$ cat config.mk
export PLATFORM = sky130hd
export DESIGN_NAME = fuel_pump_driver
export DESIGN_NICKNAME = d
export VERILOG_FILES = /design/src/rtl/fuel_pump_pkg.sv /design/src/rtl/overcurrent_filter.sv /design/src/rtl/fuel_pump_driver.sv
export SDC_FILE = /design/constraint.sdc
export NUM_CORES = 1
export LEC_CHECK = 0
export ABC_CLOCK_PERIOD_IN_PS = 9700
export CORE_MARGIN = 1.5
export CORE_UTILIZATION = 60
export DETAILED_ROUTE_END_ITERATION = 6
export DONT_BUFFER_PORTS = 1
export GPL_ROUTABILITY_DRIVEN = 0
export GPL_TIMING_DRIVEN = 0
export PLACE_DENSITY = 0.76
export SYNTH_ARGS = -nofsm -noshare
export SYNTH_HDL_FRONTEND = slang
export SYNTH_SLANG_ARGS = --single-unit
$ cat constraint.sdc
create_clock -name clock -period 9.7 [get_ports clock]
set_input_delay 2.425 -clock clock [delete_from_list [all_inputs] [get_ports clock]]
set_output_delay 2.425 -clock clock [all_outputs]
set_load 0.02 [all_outputs]
$ cat src/rtl/fuel_pump_pkg.sv
// Shared types and default parameters for the fuel-pump power stage.
package fuel_pump_pkg;

   typedef enum logic [1:0] {
      IDLE  = 2'd0,
      RAMP  = 2'd1,
      RUN   = 2'd2,
      FAULT = 2'd3
   } pump_state_t;

   localparam int DEF_PWM_BITS     = 4;
   localparam int DEF_RAMP_STEP    = 2;
   localparam int DEF_FAULT_FILTER = 3;

endpackage

$ cat src/rtl/overcurrent_filter.sv
// Counts consecutive over-current samples while enabled; trip pulses on the
// FAULT_FILTER-th consecutive high sample.
module overcurrent_filter
   import fuel_pump_pkg::*;
#(
   parameter int FAULT_FILTER = DEF_FAULT_FILTER
) (
   input  logic clock_i,
   input  logic reset_i,
   input  logic enable_i,
   input  logic sample_i,
   output logic trip_o
);

   localparam int CW = $clog2(FAULT_FILTER + 1);
   localparam logic [CW-1:0] CNT_LAST = CW'(FAULT_FILTER - 1);

   logic [CW-1:0] cnt_q, cnt_d;

   always_comb begin
      trip_o = enable_i && sample_i && (cnt_q == CNT_LAST);
      cnt_d  = cnt_q;
      // Any low sample, a disabled filter or a trip restarts the run length.
      if (!enable_i || !sample_i || trip_o) begin
         cnt_d = '0;
      end else begin
         cnt_d = cnt_q + 1'b1;
      end
   end

   always_ff @(posedge clock_i or posedge reset_i) begin
      if (reset_i) begin
         cnt_q <= '0;
      end else begin
         cnt_q <= cnt_d;
      end
   end

endmodule

$ cat src/rtl/fuel_pump_driver.sv
// Fuel-pump gate driver: PWM soft-start ramp, full-on run, and a latched
// over-current fault released only by a clear with the request dropped.
module fuel_pump_driver
   import fuel_pump_pkg::*;
#(
   parameter int PWM_BITS     = DEF_PWM_BITS,
   parameter int RAMP_STEP    = DEF_RAMP_STEP,
   parameter int FAULT_FILTER = DEF_FAULT_FILTER
) (
   input  logic                clock,
   input  logic                reset,
   input  logic                fuelPumpPower,
   input  logic                overCurrent,
   input  logic                clearFault,
   output logic                pumpDrive,
   output logic                pumpRunning,
   output logic                faultLatched,
   output logic [PWM_BITS-1:0] duty
);

   localparam int SW = $clog2(RAMP_STEP + 1);
   localparam logic [SW-1:0]       STEP_LAST = SW'(RAMP_STEP - 1);
   localparam logic [PWM_BITS-1:0] PWM_MAX   = '1;

   pump_state_t         state_q, state_d;
   logic [PWM_BITS-1:0] pwm_q, pwm_d;
   logic [PWM_BITS-1:0] duty_q, duty_d;
   logic [SW-1:0]       step_q, step_d;
   logic                drive_q, drive_d;
   logic                running_q, running_d;
   logic                fault_q, fault_d;
   logic                oc_en, trip;

   assign oc_en = (state_q == RAMP) || (state_q == RUN);

   overcurrent_filter #(
      .FAULT_FILTER(FAULT_FILTER)
   ) u_oc_filter (
      .clock_i (clock),
      .reset_i (reset),
      .enable_i(oc_en),
      .sample_i(overCurrent),
      .trip_o  (trip)
   );

   always_ff @(posedge clock or posedge reset) begin
      if (reset) begin
         state_q   <= IDLE;
         pwm_q     <= '0;
         duty_q    <= '0;
         step_q    <= '0;
         drive_q   <= 1'b0;
         running_q <= 1'b0;
         fault_q   <= 1'b0;
      end else begin
         state_q   <= state_d;
         pwm_q     <= pwm_d;
         duty_q    <= duty_d;
         step_q    <= step_d;
         drive_q   <= drive_d;
         running_q <= running_d;
         fault_q   <= fault_d;
      end
   end

   // Fault trip outranks request drop, which outranks ramp advance.
   always_comb begin
      state_d = state_q;
      pwm_d   = pwm_q;
      duty_d  = duty_q;
      step_d  = step_q;
      case (state_q)
         IDLE: begin
            if (fuelPumpPower) begin
               state_d = RAMP;
               pwm_d   = '0;
               step_d  = '0;
               duty_d  = PWM_BITS'(1);
            end
         end
         RAMP: begin
            if (trip) begin
               state_d = FAULT;
            end else if (!fuelPumpPower) begin
               state_d = IDLE;
            end else begin
               pwm_d = pwm_q + 1'b1;
               if (pwm_q == PWM_MAX) begin
                  if (step_q == STEP_LAST) begin
                     step_d = '0;
                     if (duty_q == PWM_MAX) begin
                        state_d = RUN;
                        pwm_d   = '0;
                     end else begin
                        duty_d = duty_q + 1'b1;
                     end
                  end else begin
                     step_d = step_q + 1'b1;
                  end
               end
            end
         end
         RUN: begin
            if (trip) begin
               state_d = FAULT;
            end else if (!fuelPumpPower) begin
               state_d = IDLE;
            end
         end
         FAULT: begin
            if (clearFault && !fuelPumpPower) begin
               state_d = IDLE;
            end
         end
         default: state_d = IDLE;
      endcase
      if (state_d == IDLE || state_d == FAULT) begin
         pwm_d  = '0;
         step_d = '0;
         duty_d = '0;
      end
   end

   // Outputs are computed from next-state values so they settle at the same edge.
   always_comb begin
      running_d = (state_d == RUN);
      fault_d   = (state_d == FAULT);
      case (state_d)
         RAMP:    drive_d = (pwm_d < duty_d);
         RUN:     drive_d = 1'b1;
         default: drive_d = 1'b0;
      endcase
   end

   assign pumpDrive    = drive_q;
   assign pumpRunning  = running_q;
   assign faultLatched = fault_q;
   assign duty         = duty_q;

endmodule

==> metrics.yaml <==
logic_synthesis:
  ys_warn_count: 0
  synth_nets: 152
  synth-seq-cells: 17
  post_synth_num_cell_types: 47
  ys.flop_type: "dfrtp_1"
  synth_cells: 134
  async_flop_share_pct: 100.0
  synth_area_um2: 1261
  yosysSeqAreaShare_pct: 33.73
  synth_enable_flop_cells: 0
  syn_area_per_cell_um2: 9.412
floorplan:
  dieArea_um2: 2386
  fp.dieH_um: 48.85
  num_rows: 16
  fp.coreArea_um2: 1962
  die_w_um: 48.85
  pin_count: 12
  start_util_pct: 64.29
cts:
  cts_tree: "yes"
  insertion_delay_ns: 0.29
  ctsHtreeMaxLevel: 1
  clock_sinks: 17
  cts_buffers: 3
  clock_path_buffers: 2
  clock-root-buffer: "clkbuf_4"
  cts_setup_buffers: 0
  post_cts_resized: 0
  postCtsHoldBufs: 0
  clk_pin_slew_worst_paths_ns: 0.10
timing:
  slew_viol_final: 0
  tns_ns: 0
  rsz0062_at_grt: "false"
  worst_pin_slew_ns: 0.6387
  hold_viol: 0
  whs_ns: 0.4432
  period_minus_slack_ns: 5.132
  finalCritPeriodShare_pct: 52.91
  max_freq_mhz: 194.9
  max_slew_margin_pct: 57.37
  setup_viol: 0
  fin_skew_ns: 0.005799
power_and_ir_drop:
  power.share.clock_pct: 15.4
  p_seq_share_pct: 37.3
  design_power_total_mw: 0.2468
  vdd_drop_max_mv: 0.1725
  p_sw_mw: 0.1144
  switching_share_pct: 46.38
  power_frac_comb_pct: 47.3
  leakage_nw: 0.6357
  p_int_mw: 0.1323
  p_per_area_nw_per_um2: 186.6
final_layout:
  syn_to_final_growth_pct: 4.861
  antenna_cells: 0
  final_cell_mix: "dfrtp_1, ha_1, inv_1"
  layout.nets: 157
  fillerInstances: 168
  layout.cells.non_filler: 165
  drive_gt1_share_pct: 10.87
  final_common_cell: "dfrtp_1"
setup_path:
  crit_path_max_fanout: 10
  cp_slowest_stage_delay_ns: 0.37
  reg2reg_slack_ns: 5.79
  critPathLaunch: "fuelPumpPower"
  required_ns: 9.90
  cp_common_cell: "ha_1"
  crit_chain: "buf_2, clkbuf_1, o31ai_1, a31o_2, ha_1, nand2b_1, a31oi_1, o221ai_1, o21ai_0, ha_1, a211oi_1, nand2_1, o41ai_2"
  crit_arrival_ns: 5.33
  path_class: "input port to flip-flop"
  slowest_stage: "ha_1"
  critPathLaunchType: "input port"
  worstReg2RegStart: "state_q[1]"
  crit_path_end_kind: "flip-flop"
  crit_end: "pumpDrive"
  rr_endpoint: "pumpDrive"
  reg2reg_depth: 15
global_route:
  overflow: 0
  grt_max_degree: 18
  grt_pass1_wl_mm: 4.623
  grt_pass1_vias: 1057
  track_usage_pct: 24.72
  antenna_found_initial: 0
min_path:
  hold_path.class: "flip-flop to flip-flop"
  hold_start: "u_oc_filter.cnt_q[0]"
detailed_routing:
  num_vias: 1083
  wl_per_cell_um: 16.19
  drt_iter0_markers: 31
  drc: 0
  wirelength_mm: 2.672
  drt_pass1_iterations: 4
  vias_per_cell: 6.564
  antenna_left: 0
placement:
  dp_cells: 161
  hpwl_mm: 2.024
  portBuffers: 0
job:
  maxCapViolations: 0
status:
  status: "completed"
==> state kept, by name (all words and copies together), names as in the netlist <==
name / cells
step_q: 2
pumpRunning: 1
u_oc_filter.cnt_q: 2
pumpDrive: 1
state_q: 2
duty: 4
faultLatched: 1
pwm_q: 4
==> cell families (layout without fill, tap and decap cells) <==
logic type	Yosys count	in the layout	synth area share, %
AOI/OAI and AO/OA	47	47	28.48
and+or+nand+nor	38	38	17.76
buffers and inverters	18	22	6.349
DFF	17	17	33.73
adders and majority gates	13	13	12.90
muxes	1	1	0.7937
==> final cells by class <==
| cell class | instances | area [um2] | share of cell area [%] |
|---|---|---|---|
| Multi-Input combinational cell | 99 | 755.7 | 57.14 |
| Sequential cell | 17 | 425.4 | 32.17 |
| Inverter | 11 | 41.29 | 3.122 |
| Buffer | 7 | 38.79 | 2.933 |
| Tap cell | 27 | 33.78 | 2.554 |
| Clock buffer | 3 | 22.52 | 1.703 |
| Clock inverter | 1 | 5.005 | 0.3784 |
==> worst min-delay path by stage <==
stage | end | slack, ns | cells past startpoint
2_1_floorplan | u_oc_filter.cnt_q[0] | 0.41 | 1
3_3_place_gp | u_oc_filter.cnt_q[0] | 0.42 | 1
3_5_place_dp | u_oc_filter.cnt_q[0] | 0.43 | 1
4_1_cts | u_oc_filter.cnt_q[0] | 0.45 | 1
5_1_grt | u_oc_filter.cnt_q[0] | 0.46 | 1
6_report | u_oc_filter.cnt_q[0] | 0.44 | 1
==> per-layer routing <==
layer	wire, um	up-vias	global-route usage [%]
met5	0	-	0
met4	41	0	10.48
met3	143	6	3.681
met2	1212	44	35.62
met1	1274	506	37.02
li1	-	527	-
==> synthesized netlist by cell type (2+ instances only) <==
library cell | count | area, um2
dfrtp_1 | 17 | 425.4
ha_1 | 13 | 162.7
inv_1 | 11 | 41.29
nand2_1 | 9 | 33.78
and3_1 | 7 | 43.79
o21ai_0 | 7 | 35.03
a21oi_1 | 6 | 30.03
nand3_1 | 5 | 25.02
nor2_1 | 5 | 18.77
buf_2 | 4 | 20.02
a211oi_1 | 3 | 22.52
a311oi_1 | 3 | 26.28
a31oi_1 | 3 | 18.77
a211o_1 | 2 | 17.52
a41oi_1 | 2 | 17.52
and2_1 | 2 | 12.51
clkbuf_1 | 2 | 7.510
nor3_1 | 2 | 10.01
o211a_1 | 2 | 20.02
o31ai_1 | 2 | 15.01
==> stage by stage <==
| step | util, % | area (um2) | setup slack [ns] |
|---|---|---|---|
| after global placement | 66.01 | 1295 | 4.309 |
| after detailed placement | 66.01 | 1295 | 4.305 |
| after CTS | 67.41 | 1323 | 4.592 |
| after global routing | 67.41 | 1323 | 4.326 |
| final | 67.41 | 1323 | 4.568 |
| after floorplan | - | 1261 | 4.739 |
==> power groups by stage <==
stage	logic (mW)	registers, mW	clock network, mW
after floorplan	0.0886	0.0909	0
after global placement	0.111	0.0932	0
after detailed placement	0.114	0.0937	0
after CTS	0.115	0.0921	0.0381
after global routing	0.132	0.0941	0.0412
final	0.117	0.0922	0.0380
==> worst max-delay path, delay by kind of cell <==
family,cells,cell delay [ns]
AND/OR/NAND/NOR,2,0.30
buffers and inverters,2,0.53
adder cells (fa/ha/maj),2,0.68
AO/OA/AOI/OAI,7,1.39
Power figures use the tool's default switching activity.
